===== src/rtl/salu_sequencer.sv =====
// Issue stage in front of the 8-bit salu: buffers {load, op, opb} operations in a
// small FIFO, issues them one at a time and writes the salu result back into acc.
module salu_sequencer #(
  parameter int WIDTH = 8,
  parameter int DEPTH = 4
) (
  input  logic             clk,
  input  logic             rst,
  input  logic             in_valid,
  output logic             in_ready,
  input  logic             in_load,
  input  logic [2:0]       in_op,
  input  logic [WIDTH-1:0] in_opb,
  output logic [WIDTH-1:0] alu_opa,
  output logic [WIDTH-1:0] alu_opb,
  output logic [2:0]       alu_mux,
  input  logic [WIDTH-1:0] alu_result,
  output logic [WIDTH-1:0] acc,
  output logic             zero,
  output logic             out_valid,
  output logic [7:0]       op_count
);

  localparam int AW = $clog2(DEPTH);
  localparam int EW = WIDTH + 4;

  typedef enum logic [1:0] {
    IDLE,
    EXEC,
    DONE
  } state_t;

  state_t state, state_nxt;

  logic [EW-1:0]    mem [DEPTH];
  logic [AW:0]      wr_ptr, rd_ptr;
  logic             full, empty, push, pop;
  logic [EW-1:0]    head;

  logic             iss_load;
  logic [2:0]       iss_op;
  logic [WIDTH-1:0] iss_opb;

  // Pointers carry one extra wrap bit so full and empty are distinguishable.
  assign empty    = (wr_ptr == rd_ptr);
  assign full     = (wr_ptr[AW] != rd_ptr[AW]) && (wr_ptr[AW-1:0] == rd_ptr[AW-1:0]);
  assign in_ready = !full;
  assign push     = in_valid && !full;
  assign head     = mem[rd_ptr[AW-1:0]];

  always_ff @(posedge clk) begin
    if (push) begin
      mem[wr_ptr[AW-1:0]] <= {in_load, in_op, in_opb};
    end
  end

  always_ff @(posedge clk or posedge rst) begin
    if (rst) begin
      wr_ptr <= '0;
      rd_ptr <= '0;
    end else begin
      if (push) begin
        wr_ptr <= wr_ptr + 1'b1;
      end
      if (pop) begin
        rd_ptr <= rd_ptr + 1'b1;
      end
    end
  end

  always_ff @(posedge clk or posedge rst) begin
    if (rst) begin
      state <= IDLE;
    end else begin
      state <= state_nxt;
    end
  end

  always_comb begin
    state_nxt = state;
    pop       = 1'b0;
    case (state)
      IDLE: begin
        if (!empty) begin
          pop       = 1'b1;
          state_nxt = EXEC;
        end
      end
      EXEC: begin
        state_nxt = DONE;
      end
      DONE: begin
        if (!empty) begin
          pop       = 1'b1;
          state_nxt = EXEC;
        end else begin
          state_nxt = IDLE;
        end
      end
      default: begin
        state_nxt = IDLE;
      end
    endcase
  end

  // Issue register: holds the last popped operation until the next pop.
  always_ff @(posedge clk or posedge rst) begin
    if (rst) begin
      iss_load <= 1'b0;
      iss_op   <= '0;
      iss_opb  <= '0;
    end else if (pop) begin
      {iss_load, iss_op, iss_opb} <= head;
    end
  end

  // Writeback at the edge that closes EXEC.
  always_ff @(posedge clk or posedge rst) begin
    if (rst) begin
      acc      <= '0;
      op_count <= '0;
    end else if (state == EXEC) begin
      acc      <= iss_load ? iss_opb : alu_result;
      op_count <= op_count + 8'd1;
    end
  end

  assign alu_opa   = acc;
  assign alu_opb   = iss_opb;
  assign alu_mux   = iss_op;
  assign zero      = (acc == '0);
  assign out_valid = (state == DONE);

endmodule


===== config.mk =====
export PLATFORM = sky130hd
export DESIGN_NAME = salu_sequencer
export DESIGN_NICKNAME = d
export VERILOG_FILES = /design/src/rtl/salu_sequencer.sv
export SDC_FILE = /design/constraint.sdc
export NUM_CORES = 1
export LEC_CHECK = 0
export BUFFER_PORTS_ARGS = -buffer_cell sky130_fd_sc_hd__buf_4
export CORE_MARGIN = 1
export CORE_UTILIZATION = 55
export DETAILED_ROUTE_END_ITERATION = 12
export GPL_ROUTABILITY_DRIVEN = 0
export PLACE_DENSITY = 0.85
export SLEW_MARGIN = 5
export SYNTH_ARGS = -nofsm -noshare
export SYNTH_HDL_FRONTEND = slang
export SYNTH_SLANG_ARGS = --single-unit
export TNS_END_PERCENT = 1

===== constraint.sdc =====
create_clock -name clk -period 5.1 [get_ports clk]
set_input_delay 1.02 -clock clk [delete_from_list [all_inputs] [get_ports clk]]
set_output_delay 1.02 -clock clk [all_outputs]
set_load 0.005 [all_outputs]

* Yosys cells after proc, flatten, opt, wreduce, memory -nomap -nowiden
Memories as Yosys holds them, arrays and structs flattened. A register that Yosys moved wholly into a read port is not among the register bits.
Index checks and enable logic that the tools add are counted.
** Operators by class
- Equality and inequality tests :: 6
- $add $sub $neg :: 3
- Multiplexer cells :: 8
- Reduce and logical (&&, ||, !) cells :: 6
** Operators with widths (number)
- 8-bit by 1-bit adder with 8-bit output, second input constant :: 1
- 8-bit logical NOT :: 1
- 8-bit two-way mux :: 1
- 3-bit by 1-bit adder with 3-bit output, second input constant :: 2
- 2-bit one-hot mux with 3 select lines :: 1
- 1-bit two-way mux :: 5
- 3-bit == test :: 1
- 2-bit by 1-bit == test with 1-bit output, second input constant :: 1
- 2-bit == test :: 1
- 2-bit == test, second input constant :: 1
- 1-bit logical AND :: 2
- 2-bit logical NOT :: 1
- 2-bit two-way mux :: 1
- 2-bit != test, second input constant :: 1
- 2-bit OR reduction :: 1
- 1-bit logical NOT :: 1
- 1-bit != test :: 1
** Storage, ports and cells
- Input port bits :: 23
- Flip-flop bits (word level) :: 24
- Logic and storage cells :: 29
- Memories kept :: 1
- RAM bits :: 48
** Memories
- mem :: depth 4, bits a word 12, rd ports 1, clocked after Yosys merged registers in 1, write ports 1, line 35 : logic [EW-1:0] mem [DEPTH];

* Logic depth before layout (Yosys ltp)
Gate-level depths: netlist (run 1).
- Depth after elaboration :: 6
- Depth in mapped cells :: 5
- Depth with buffers taken out :: 4

* Least setup slack after synthesis (run 1)
Ideal clock, no wire load.
- Kind :: in2reg
- Start :: input port in_valid
- End :: memory mem[3][0] (netlist bit) (enable)
- Stages on the path :: 2
- Data arrival time :: 1800 ps
- Setup slack :: 2909 ps
- Cells stage by stage :: nand2_1 > a31oi_1
** Between the ends
- Cells in the longest elaborated chain, start to end :: 3
** RTL lines
- start, declared :: line 9 : input logic in_valid,
- 1-bit logical AND :: line 48 : assign push = in_valid && !full;
- 1-bit two-way mux :: line 52 : if (push) begin
- 1-bit two-way mux (implied by the code) :: line 53 : mem[wr_ptr[AW-1:0]] <= {in_load, in_op, in_opb};
- end, declared :: line 35
Every way passes these cells.

* Worst setup path after layout (run 1)
- Start :: register rd_ptr[0]
- End :: output port in_ready
** Between the ends
- Cells in the longest elaborated chain, start to end :: 3
** RTL lines
- start, declared :: line 36 : logic [AW:0] wr_ptr, rd_ptr;
- start signal, assigned :: line 66 : rd_ptr <= rd_ptr + 1'b1;
- 2-bit == test :: line 46 : assign full = (wr_ptr[AW] != rd_ptr[AW]) && (wr_ptr[AW-1:0] == rd_ptr[AW-1:0]);
- 1-bit logical AND :: line 46
- 1-bit logical NOT :: line 47 : assign in_ready = !full;
- end, declared :: line 10 : output logic in_ready,
Every way passes these cells.

==> flow_summary.toml, run 1 <==
[logic_synthesis]
synth_area_um2 = 3470
async_flop_share_pct = 42.9
syn_nets = 232
yosysUniqueCellTypes = 31
yosys.area.top_type = "edfxtp_1"
ys_top_cells_by_count = "48 x edfxtp_1, 36 x dfrtp_1, 14 x nand2_1, 12 x mux4_2, 9 x buf_4"
synthesis.instances = 203
synth-seq-area-share_pct = 67.4
synth_top_area_share_pct = 41.5
ys.flop_type = "edfxtp_1"
synth-edff-count = 48
synth.most_common_cell = "edfxtp_1"
synth_area_per_cell_um2 = 17.1
yosys-top-cells-area = "edfxtp_1 41%, dfrtp_1 26%, mux4_2 7.8%"
ys_seq_elements = 84
yosys_warnings = 0

[detailed_routing]
via_per_inst = 5.44
first_iter_violations = 70
wl_per_cell_um = 16.7
drt_drc_violations_left = 0
via_count = 1855
drt-pass1-iter-count = 4
wirelength_um = 5710
ant_nets = 0

[finish]
antenna_cells = 0
layout-drive-gt1-share_pct = 40.6
area_growth_pct = 19.4
finalNetCount = 290

[worst_setup_path]
worst-setup-path-type = "reg2out"
endpoint_kind = "output pin"
crit-reg2reg-launch = "rd_ptr[0]$_DFFE_PP0P_"
startpoint = "rd_ptr[0]$_DFFE_PP0P_"
crit_chain = "xnor2_2 -> nand3_1 -> buf_4"
arrival_ns = 1.83
reg2reg_to = "mem[0][4]$_DFFE_PP_"
crit_path_end = "in_ready"
r2r_slack_ns = 2.62
reg2reg_depth = 3
required_ns = 4.08
max_stage_delay_ns = 0.94
crit_slowest_cell = "dfrtp_1"
cp_max_fo = 15
cp-start-kind = "flip-flop"

[power]
pwr-share-seq_pct = 44.3
static-leakage-power_nw = 1.74
clkPwrFrac_pct = 19.8
power_w = 0.00268
p_per_area_nw_per_um2 = 645
swShare_pct = 32.2
p_switching_w = 0.000863
ir_drop_v = 0.000340
intPower_w = 0.00181
power_frac_comb_pct = 35.9

[clocking]
cts_tree = "built"
ctsRootBufferMaster = "clkbuf_8"
insertion_delay_ns = 0.35
cts_buffers = 9
htree_levels = 3
cts.sinks = 84
cts_resized = 0
cts_buffer_depth = 2
path_clk_slew_ns = 0.09
post_cts_buffers = 0
cts_hold_buf = 0

[global_routing]
grt-ovfl-total = 0
grt_pass1_wl_um = 8760
grt_max_degree = 37
grt_pass1_vias = 1815
track_usage_pct = 18.7
antenna_found_initial = 0

[timing]
min_period_ns = 2.85
setup-violations-final = 0
slew_violations = 0
finalSetupTns_ns = 0
fin_skew_ns = 0.00882
slew_headroom_pct = 40.3
rsz0062_at_grt = "no"
finalCritPeriodShare_pct = 56.0
hold_viol_final = 0
tightest_slew_ns = 0.896
fmax_mhz = 350

[floorplanning]
die_h_um = 81.5
initial_core_util_pct = 58.0
core_um2 = 5990
die_area_um2 = 6640
io_pins = 61
rows = 28
fp.dieW_um = 81.5

[place]
port_buffers = 60
dp_hpwl_um = 4000

[run]
cap_violations = 0

[worst_hold_path]
min_path_type = "reg2reg"

[status]
status = "completed"
[metrics by stage]
stage | util [%] | worst slack [ns] | hold WS [ns] | instance area [um2] | cells
3_5_place_dp | 65.5 | 2.58 | 0.475 | 3920 | 325
2_1_floorplan | - | 2.91 | 0.465 | 3470 | 203
4_1_cts | 69.3 | 2.20 | 0.492 | 4150 | 341
5_1_grt | 69.3 | 2.13 | 0.506 | 4150 | 341
3_3_place_gp | 65.5 | 2.61 | 0.457 | 3920 | 325
6_report | 69.3 | 2.25 | 0.490 | 4150 | 341
[area by class of cell]
type	instances	area, um2
flip-flops and latches	84	2340
fillers	401	1840
multi-input cells	98	1000
repair buffers	62	465
clock buffers	9	124
clock inverters	7	103
well taps	75	93.8
inverters	6	22.5
[placed cells by master (no fill, tap or decap), types with 3 or more instances in the layout]
cell,instances
inv_6,3
xor2_1,7
xnor2_1,6
buf_4,62
and2_1,3
inv_1,6
ha_1,6
nand4_1,3
mux4_2,12
mux2_2,6
nand2_1,14
mux2_4,8
clkbuf_8,9
mux2i_1,8
edfxtp_1,48
o21ai_0,8
dfrtp_1,36
[logic make-up (layout without fill, tap and decap cells)]
family,after synthesis,count (layout),share of synthesized area (%)
XOR/XNOR,15,15,4.21
flip-flops,84,84,67.4
multiplexers,34,34,15.5
buffers and inverters,21,84,3.82
AO/OA/AOI/OAI,12,12,2.56
AND/OR/NAND/NOR,31,31,4.36
adder cells (fa/ha/maj),6,6,2.16
[worst max-delay path, delay by kind of cell (launching register included)]
kind	cells	cell delay, ns
xor+xnor	1	0.27
buf+inv	1	0.15
flops	1	0.94
simple gates	1	0.13
[metal layers]
layer  up-vias  GRT usage (%)  wire (um)
li1        863              -          -
met2        66           29.9       2890
met4         0           6.96         50
met5         -              0          0
met3         8           5.67        310
met1       918           24.2       2460
[worst min path at each step]
stage	end	slack, ns	start	cells past startpoint
final	op_count[7]$_DFFE_PP0N_	0.49	op_count[7]$_DFFE_PP0N_	1
after global routing	op_count[7]$_DFFE_PP0N_	0.51	op_count[7]$_DFFE_PP0N_	1
after CTS	op_count[7]$_DFFE_PP0N_	0.49	op_count[7]$_DFFE_PP0N_	1
after detailed placement	op_count[7]$_DFFE_PP0N_	0.47	op_count[7]$_DFFE_PP0N_	1
after global placement	op_count[7]$_DFFE_PP0N_	0.46	op_count[7]$_DFFE_PP0N_	1
after floorplan	op_count[7]$_DFFE_PP0N_	0.46	op_count[7]$_DFFE_PP0N_	1
[power by group through the flow]
stage,clock (W),sequential (W),combinational [W]
2_1_floorplan,0,0.00111,0.000751
3_3_place_gp,0,0.00119,0.000931
3_5_place_dp,0,0.00120,0.000976
4_1_cts,0.000539,0.00119,0.000977
5_1_grt,0.000564,0.00122,0.00105
6_report,0.000529,0.00119,0.000962
[sequential cells by signal, summed over array words and instances (netlist names)]
register and cells:
alu_opb 8, state 2, iss_load 1, mem 48, wr_ptr 3, rd_ptr 3
acc 8, op_count 8, alu_mux 3
(Power assumes the default switching activity.)
==> inputs of run 2 (changes only) <==
CORE_UTILIZATION = 50   (was 55)
PLACE_DENSITY = 0.81   (was 0.85)
clock period = 2.6 ns   (was 5.1 ns; I/O delays follow)
==> flow_summary.toml, run 2 (synthesis results as in run 1) <==
[status]
status = "finished, violations left"
violations = "design-rule violations"

[floorplanning]
io_pins = 61
die_h_um = 85.4
die_area_um2 = 7290
fp.dieW_um = 85.4
core_um2 = 6760
rows = 30
initial_core_util_pct = 51.4

[finish]
antenna_cells = 0
finalNetCount = 295
layout-drive-gt1-share_pct = 41.3
fin_util_pct = 61.9
fillerInstances = 506
final_cell_mix = "67 x buf_4, 48 x edfxtp_1, 36 x dfrtp_1, 14 x nand2_1, 12 x mux4_2"
final_common_cell = "buf_4"
largest_reg_flops = 48
area_growth_pct = 20.3

[detailed_routing]
wirelength_um = 5900
drt_drc_violations_left = 2
drt-pass1-iter-count = 8
wl_per_cell_um = 16.8
via_count = 1833
ant_nets = 0
first_iter_violations = 82
via_per_inst = 5.22

[clocking]
cts_tree = "built"
cts_hold_buf = 0
insertion_delay_ns = 0.35
post_cts_buffers = 0
cts_buffers = 9
cts_resized = 0
htree_levels = 3
cts_buffer_depth = 2
ctsRootBufferMaster = "clkbuf_8"
path_clk_slew_ns = 0.08
cts.sinks = 84

[timing]
slew_headroom_pct = 51.9
fmax_mhz = 494
min_period_ns = 2.02
slew_violations = 0
fin_skew_ns = 0.0121
setup-violations-final = 0
finalCritPeriodShare_pct = 77.8
tightest_slew_ns = 0.721
finalSetupTns_ns = 0
rsz0062_at_grt = "no"
hold_viol_final = 0

[worst_setup_path]
cp_top_family = "simple AND/OR/NAND/NOR gates"
crit-reg2reg-launch = "wr_ptr[1]$_DFFE_PP0N_"
arrival_ns = 1.50
cp_max_fo = 4
cp-start-kind = "flip-flop"
r2r_slack_ns = 0.65
required_ns = 2.08
crit_chain = "or4_1 -> nor2_1 -> buf_4"
endpoint_kind = "output pin"
reg2reg_to = "mem[0][3]$_DFFE_PP_"
worst-setup-path-type = "reg2out"
crit_buf_inv = 1
max_stage_delay_ns = 0.54
reg2reg_depth = 3
crit_slowest_cell = "or4_1"

[global_routing]
antenna_found_initial = 0
grt_max_degree = 37
grt-ovfl-total = 0
grt_pass1_wl_um = 9410
grt_pass1_vias = 1965
track_usage_pct = 17.7

[power]
ir_drop_v = 0.000505
p_per_area_nw_per_um2 = 1250
static-leakage-power_nw = 1.75

[worst_hold_path]
min_path_type = "in2async"

[place]
port_buffers = 60
dp_hpwl_um = 4040

[run]
cap_violations = 0
## run 2: cell count changes in the layout (fill, tap and decap cells not counted)
cell,previous run,this run
inv_6,3,0
clkbuf_1,0,1
clkbuf_16,0,1
inv_8,1,0
clkinvlp_4,0,1
bufinv_16,2,1
buf_4,62,67
clkinv_4,0,2
## run 2: worst max-delay path by stage
| stage | start | cells past startpoint | to | slack, ns |
|---|---|---|---|---|
| global placement | wr_ptr[1]$_DFFE_PP0N_ | 3 | mem[0][11]$_DFFE_PP_ | 0.76 |
| detailed placement | wr_ptr[1]$_DFFE_PP0N_ | 3 | mem[0][11]$_DFFE_PP_ | 0.65 |
| global route | acc[0]$_DFFE_PP0N_ | 3 | zero | 0.49 |
| CTS | acc[0]$_DFFE_PP0N_ | 3 | zero | 0.55 |
| finish | acc[0]$_DFFE_PP0N_ | 3 | zero | 0.58 |
| floorplan | rd_ptr[1]$_DFFE_PP0P_ | 2 | mem[3][0]$_DFFE_PP_ | 0.72 |
## run 2: worst reg2reg max path, cell delays in order, from the launching register on
cell and delay [ns]:
dfrtp_1 0.46, xnor2_2 0.22, a31oi_2 0.32, and2_1 0.59
## run 2: report_power, final
part	leakage [nW]	total (W)	switching, W	internal (W)
logic	0.769	0.00207	0.000904	0.00116
registers	0.876	0.00222	0.000335	0.00189
clock network	0.105	0.000951	0.000447	0.000504
## run 2: cell type report
class                   instances  area [um2]  area share (%)
multi-input cells              98        1000            23.9
repair buffers                 67         503            12.0
inverters                       6        22.5           0.539
clock buffers                  11         153            3.65
well taps                      80         100            2.39
clock inverters                 5        60.1            1.44
flip-flops and latches         84        2340            56.0
## run 2: metrics by stage
stage	power, W	area [um2]	std cells	hold WS, ns	setup slack [ns]
after floorplan	0.00365	3470	203	0.465	0.716
after global placement	0.00426	3970	335	0.458	0.760
after detailed placement	0.00435	3970	335	0.475	0.650
after CTS	0.00530	4180	351	0.280	0.549
after global routing	0.00555	4180	351	0.331	0.486
final	0.00524	4180	351	0.281	0.577
## run 2: per-layer routing
| metal | track usage, % | vias up | part of all wire, % |
|---|---|---|---|
| met4 | 9.85 | 0 | 1.5 |
| li1 | - | 873 | - |
| met5 | 0 | - | 0 |
| met1 | 23.2 | 896 | 47 |
| met3 | 4.38 | 10 | 4.5 |
| met2 | 27.5 | 54 | 47 |
